<file path="src/rtl/load_store_unit_pkg.sv">
// Shared types and lane helpers for the load/store unit.
// Byte-lane functions serve both the store path and the load-data path.
package lsu_pkg;

  typedef enum logic [1:0] {
    IDLE  = 2'd0,
    STORE = 2'd1,
    LOAD  = 2'd2,
    RESP  = 2'd3
  } lsu_state_e;

  localparam logic [3:0] BE_WORD = 4'hF;

  function automatic logic [3:0] lane_be(input logic [1:0] lane);
    return 4'b0001 << lane;
  endfunction

  function automatic logic [31:0] rep_byte(input logic [7:0] b);
    return {4{b}};
  endfunction

  function automatic logic [31:0] sel_lane(input logic [31:0] w, input logic [1:0] lane);
    return {24'h0, w[8*lane +: 8]};
  endfunction

endpackage

</file>
<file path="src/rtl/load_store_unit_store_buf.sv">
// One-entry posted store buffer; a push on the same edge as a pop
// keeps the entry valid with the new contents.
module lsu_store_buf #(
  parameter int ADDR_W = 32
) (
  input  logic              clk,
  input  logic              reset,
  input  logic              push_i,
  input  logic              pop_i,
  input  logic [ADDR_W-1:0] addr_i,
  input  logic [31:0]       data_i,
  input  logic [3:0]        be_i,
  output logic              valid_o,
  output logic [ADDR_W-1:0] addr_o,
  output logic [31:0]       data_o,
  output logic [3:0]        be_o
);

  logic              valid_q, valid_d;
  logic [ADDR_W-1:0] addr_q, addr_d;
  logic [31:0]       data_q, data_d;
  logic [3:0]        be_q, be_d;

  always_comb begin
    valid_d = valid_q;
    addr_d  = addr_q;
    data_d  = data_q;
    be_d    = be_q;
    if (push_i) begin
      valid_d = 1'b1;
      addr_d  = addr_i;
      data_d  = data_i;
      be_d    = be_i;
    end else if (pop_i) begin
      valid_d = 1'b0;
    end
  end

  always_ff @(posedge clk or posedge reset) begin
    if (reset) begin
      valid_q <= 1'b0;
      addr_q  <= '0;
      data_q  <= '0;
      be_q    <= '0;
    end else begin
      valid_q <= valid_d;
      addr_q  <= addr_d;
      data_q  <= data_d;
      be_q    <= be_d;
    end
  end

  assign valid_o = valid_q;
  assign addr_o  = addr_q;
  assign data_o  = data_q;
  assign be_o    = be_q;

endmodule

</file>
<file path="src/rtl/load_store_unit.sv">
// Load/store unit: posted store buffer plus req/ack memory FSM.
// Define LSU_BYTE_EN to add the ByteEn port and byte-lane stores/loads.
//
// state | meaning
// IDLE  | no bus transfer; drain buffer first, else start a load
// STORE | buffered write on the bus, waiting for mem_ack
// LOAD  | read on the bus, waiting for mem_ack
// RESP  | load data presented on ReadData, core released
module load_store_unit
  import lsu_pkg::*;
#(
  parameter int ADDR_W = 32,
  parameter int DATA_W = 32
) (
  input  logic              clk,
  input  logic              reset,
  input  logic              MemRead,
  input  logic              MemWrite,
`ifdef LSU_BYTE_EN
  input  logic              ByteEn,
`endif
  input  logic [ADDR_W-1:0] Addr,
  input  logic [DATA_W-1:0] WriteData,
  output logic [DATA_W-1:0] ReadData,
  output logic              Stall,
  output logic              mem_req,
  output logic              mem_we,
  output logic [ADDR_W-1:0] mem_addr,
  output logic [DATA_W-1:0] mem_wdata,
  output logic [3:0]        mem_be,
  input  logic              mem_ack,
  input  logic [DATA_W-1:0] mem_rdata
);

  lsu_state_e        state_q;
  logic              mem_req_q, mem_we_q;
  logic [ADDR_W-1:0] mem_addr_q;
  logic [31:0]       mem_wdata_q, rdata_q;
  logic [3:0]        mem_be_q;

  logic              is_byte, ack_store, push;
  logic [ADDR_W-1:0] new_addr;
  logic [31:0]       new_data;
  logic [3:0]        new_be;
  logic              sb_valid;
  logic [ADDR_W-1:0] sb_addr;
  logic [31:0]       sb_data;
  logic [3:0]        sb_be;

`ifdef LSU_BYTE_EN
  assign is_byte = ByteEn;
`else
  assign is_byte = 1'b0;
`endif

  assign new_addr  = {Addr[ADDR_W-1:2], 2'b00};
  assign new_data  = is_byte ? rep_byte(WriteData[7:0]) : WriteData;
  assign new_be    = is_byte ? lane_be(Addr[1:0]) : BE_WORD;
  assign ack_store = (state_q == STORE) && mem_ack;

  // A draining entry frees the slot for a same-edge refill.
  assign Stall = (MemWrite && sb_valid && !ack_store) || (MemRead && state_q != RESP);
  assign push  = MemWrite && !MemRead && !Stall;

  lsu_store_buf #(.ADDR_W(ADDR_W)) u_sb (
    .clk     (clk),
    .reset   (reset),
    .push_i  (push),
    .pop_i   (ack_store),
    .addr_i  (new_addr),
    .data_i  (new_data),
    .be_i    (new_be),
    .valid_o (sb_valid),
    .addr_o  (sb_addr),
    .data_o  (sb_data),
    .be_o    (sb_be)
  );

  always_ff @(posedge clk or posedge reset) begin
    if (reset) begin
      state_q     <= IDLE;
      mem_req_q   <= 1'b0;
      mem_we_q    <= 1'b0;
      mem_addr_q  <= '0;
      mem_wdata_q <= '0;
      mem_be_q    <= '0;
      rdata_q     <= '0;
    end else begin
      case (state_q)
        IDLE: begin
          if (sb_valid) begin
            state_q     <= STORE;
            mem_req_q   <= 1'b1;
            mem_we_q    <= 1'b1;
            mem_addr_q  <= sb_addr;
            mem_wdata_q <= sb_data;
            mem_be_q    <= sb_be;
          end else if (MemRead) begin
            state_q    <= LOAD;
            mem_req_q  <= 1'b1;
            mem_we_q   <= 1'b0;
            mem_addr_q <= new_addr;
            mem_be_q   <= new_be;
          end
        end
        STORE: begin
          if (mem_ack) begin
            if (push) begin
              mem_addr_q  <= new_addr;
              mem_wdata_q <= new_data;
              mem_be_q    <= new_be;
            end else begin
              state_q   <= IDLE;
              mem_req_q <= 1'b0;
              mem_we_q  <= 1'b0;
            end
          end
        end
        LOAD: begin
          // Core is stalled here, so Addr still names the loaded byte lane.
          if (mem_ack) begin
            state_q   <= RESP;
            mem_req_q <= 1'b0;
            rdata_q   <= is_byte ? sel_lane(mem_rdata, Addr[1:0]) : mem_rdata;
          end
        end
        RESP:    state_q <= IDLE;
        default: state_q <= IDLE;
      endcase
    end
  end

  assign mem_req   = mem_req_q;
  assign mem_we    = mem_we_q;
  assign mem_addr  = mem_addr_q;
  assign mem_wdata = mem_wdata_q;
  assign mem_be    = mem_be_q;
  assign ReadData  = (state_q == RESP) ? rdata_q : '0;

endmodule

</file>
<file path="config.mk">
export PLATFORM = sky130hd
export DESIGN_NAME = load_store_unit
export DESIGN_NICKNAME = d
export VERILOG_FILES = /design/src/rtl/load_store_unit_pkg.sv /design/src/rtl/load_store_unit_store_buf.sv /design/src/rtl/load_store_unit.sv
export SDC_FILE = /design/constraint.sdc
export NUM_CORES = 1
export LEC_CHECK = 0
export ABC_AREA = 1
export ABC_CLOCK_PERIOD_IN_PS = 11000
export BUFFER_PORTS_ARGS = -buffer_cell sky130_fd_sc_hd__buf_2
export CORE_ASPECT_RATIO = 1.2
export CORE_UTILIZATION = 35
export CTS_BUF_LIST = sky130_fd_sc_hd__clkbuf_8
export DETAILED_ROUTE_END_ITERATION = 10
export GPL_ROUTABILITY_DRIVEN = 0
export HOLD_SLACK_MARGIN = 0.15
export PLACE_DENSITY = 0.55
export SLEW_MARGIN = 30
export SYNTH_ARGS = -nofsm -noshare
export SYNTH_HDL_FRONTEND = slang
export SYNTH_SLANG_ARGS = --single-unit
export TNS_END_PERCENT = 1
</file>
<file path="constraint.sdc">
create_clock -name clk -period 11 [get_ports clk]
set_clock_uncertainty 0.05 [all_clocks]
set_input_delay 1.1 -clock clk [delete_from_list [all_inputs] [get_ports clk]]
set_output_delay 1.1 -clock clk [all_outputs]
set_load 0.005 [all_outputs]
</file>
==> flow_summary.yaml <==
logic_synthesis:
  synth-seq-cells: 163
  yosysTopAreaCellShare_pct: 55.9
  ys_top_cells_by_count: "nand2_1, dfrtp_1, inv_1"
  avgSynthCellArea_sq_um: 9.02
  yosysMostFrequentCell: "nand2_1"
  synth_largest_area_cell: "dfrtp_1"
  synth_ff_type: "dfrtp_1"
  synthArstFlopShare_pct: 100
  netlist_area_sq_mm: 0.00730
  yosysWarnings: 0
  ys_seq_area_share_pct: 55.9
  synthTopCellsByArea: "dfrtp_1, nand2_1, mux2_2"
  syn_inst: 809
  synth-edff-count: 0
  yosysUniqueCellTypes: 24
setup_path:
  worstPathRequired_ps: 11280
  r2r_slack_ps: 7450
  crit_arrival_ps: 3830
  cp-endpoint: "mem_addr[2]"
  crit_start: "state_q[1]"
  critical_path_class: "flop to flop"
  worstReg2RegEnd: "mem_addr[2]"
  startpoint_type: "flop"
  cp_max_fo: 39
  regToRegStartpoint: "state_q[1]"
  r2r_cells: 9
  cp-end-kind: "flop"
routing:
  routed_via_density: 4.56
  drc: 0
  vias: 5758
  drtIter0Drc: 240
  dr.pass1.iters: 5
  ant_nets: 0
  post_drt_wl_per_cell_um: 13.5
  routed_wl_um: 17100
sta:
  max_freq_ghz: 0.282
  rsz0062_at_grt: "false"
  setup_violations: 0
  timing.setup.tns_ps: 0
  finalCriticalPeriod_ps: 3550
  setup_slack_ps: 7450
  fin_crit_sh_pct: 32.2
  hold_violations: 0
  worstMarginPinSlew_ps: 856
  maxSlewViolCount: 0
  max_slew_margin_pct: 42.8
clock_network:
  cts.path.max_buffers: 2
  cts_tree: "yes"
  htreeDepth: 4
  hold_buffers: 0
  clkSinkCount: 163
  post-cts-setup-buffer-count: 0
  cts.clk_slew.worst_paths_ps: 90
  cts_made_buffers: 17
  clk_latency_ps: 440
  ctsRootBufferMaster: "clkbuf_8"
  post_cts_resized: 0
final_layout:
  area.growth.synth_to_final_pct: 21.7
  final_area_sq_mm: 0.00888
  nNetsFinal: 1090
  drive_above_1_share_pct: 28.1
  antennaDiodeCount: 0
power_and_ir_drop:
  seqPwrFrac_pct: 40.4
  power_frac_comb_pct: 41.6
  p_leak_nw: 4.93
  p_clk_share_pct: 18.1
  ir_drop_v: 0.000167
  power_density_mw_per_mm2: 289
  p_switching_w: 0.00101
  p_int_w: 0.00155
  p_sw_share_pct: 39.3
run_status:
  status: "complete, no violations"
floorplanning:
  dieArea_sq_mm: 0.0214
  io_pins: 204
  die_x_um: 134
  initial_utilization_pct: 35.9
  rows: 57
  core_area_sq_mm: 0.0203
  die_h_um: 160
placement:
  dpl_worst_slack_ps: 7380
  io_buffer_count: 199
  hpwl_um: 11000
  placed_area_sq_mm: 0.00846
global_route:
  antenna_found_initial: 1
  overflow: 0
  grt.total_usage_pct: 16.7
  grt_pass1_vias: 5535
  grt_max_degree: 95
  grt_pass1_wl_um: 28300
hold_path:
  holdCritPathClass: "flop to flop"
run:
  drv_cap: 0
## power by group through the flow
| stage | registers (W) | logic, W | clock network (W) |
|---|---|---|---|
| CTS | 0.00104 | 0.00109 | 0.000483 |
| finish | 0.00103 | 0.00107 | 0.000463 |
| global route | 0.00107 | 0.00123 | 0.000509 |
| floorplan | 0.00104 | 0.000774 | 0 |
| global placement | 0.00104 | 0.00107 | 0 |
| detailed placement | 0.00105 | 0.00109 | 0 |
## critical path, stage by stage (launching register included)
cell	delay, ps
dfrtp_1	420
inv_1	120
ha_2	180
buf_4	540
nor2_1	210
nor2_4	720
nand2_1	650
buf_4	390
nand2_1	70
nand2_1	50
## per-layer routing
layer	part of all wire (%)	GRT usage (%)	vias up
met5	0.076	0	-
met4	1.2	5.42	2
met3	5.7	4.83	15
met2	48	27.0	140
met1	45	21.3	2687
li1	-	-	2914
## through the flow
step,utilization (%),total power (W),hold slack (ps),std cells
finish,43.7,0.00256,404,1262
global route,43.7,0.00281,434,1262
CTS,43.6,0.00261,412,1262
detailed placement,41.6,0.00214,390,1230
global placement,41.6,0.00211,385,1230
floorplan,-,0.00181,372,810
## worst min-delay path by stage
stage                      start            to  slack, ps  cells after the start
floorplan           u_sb.be_o[0]  u_sb.be_o[0]        370                      2
global placement    u_sb.be_o[0]  u_sb.be_o[0]        390                      2
detailed placement  u_sb.be_o[0]  u_sb.be_o[0]        390                      2
CTS                 u_sb.be_o[0]  u_sb.be_o[0]        410                      2
global route        u_sb.be_o[0]  u_sb.be_o[0]        430                      2
finish              u_sb.be_o[0]  u_sb.be_o[0]        400                      2
## registers in the layout, summed over array words and instances (netlist names)
signal and cells:
mem_we 1, mem_be 1, mem_addr 30, mem_wdata 32
u_sb.valid_o 1, u_sb.data_o 32, mem_req 1, state_q 2
u_sb.be_o 1, u_sb.addr_o 30, rdata_q 32
## placed cells by master (no fill, tap or decap), types with 2 or more instances in the layout
| master | n |
|---|---|
| nand2_4 | 3 |
| clkinvlp_4 | 4 |
| conb_1 | 2 |
| inv_6 | 6 |
| ha_1 | 4 |
| dfrtp_1 | 163 |
| bufinv_16 | 3 |
| buf_4 | 8 |
| nand4_1 | 2 |
| o21ai_0 | 34 |
| nand2_1 | 242 |
| nor2_4 | 2 |
| buf_2 | 199 |
| o21ai_1 | 32 |
| a21oi_1 | 30 |
| nand3_1 | 67 |
| nor2_1 | 32 |
| mux2_2 | 32 |
| mux2i_1 | 32 |
| inv_1 | 76 |
| clkbuf_8 | 17 |
## logic make-up (layout without fill, tap and decap cells)
group | after synthesis | after routing | synth area share, %
AOI/OAI and AO/OA | 97 | 97 | 6.67
adders and majority gates | 5 | 5 | 0.857
buffers and inverters | 129 | 316 | 7.46
DFF | 163 | 163 | 55.9
muxes | 64 | 64 | 9.33
other | 1 | 2 | 0.0514
and+or+nand+nor | 350 | 350 | 19.7
## area by class of cell
type                       instances  area, sq um
tap                              265          332
fill                            2088        11400
sequential                       163         4080
clock buffer                      17          234
timing repair buffer             208         1070
clock inverter                    15          180
inverter                          76          290
multi-input combinational        518         2700
(Power assumes the default switching activity.)
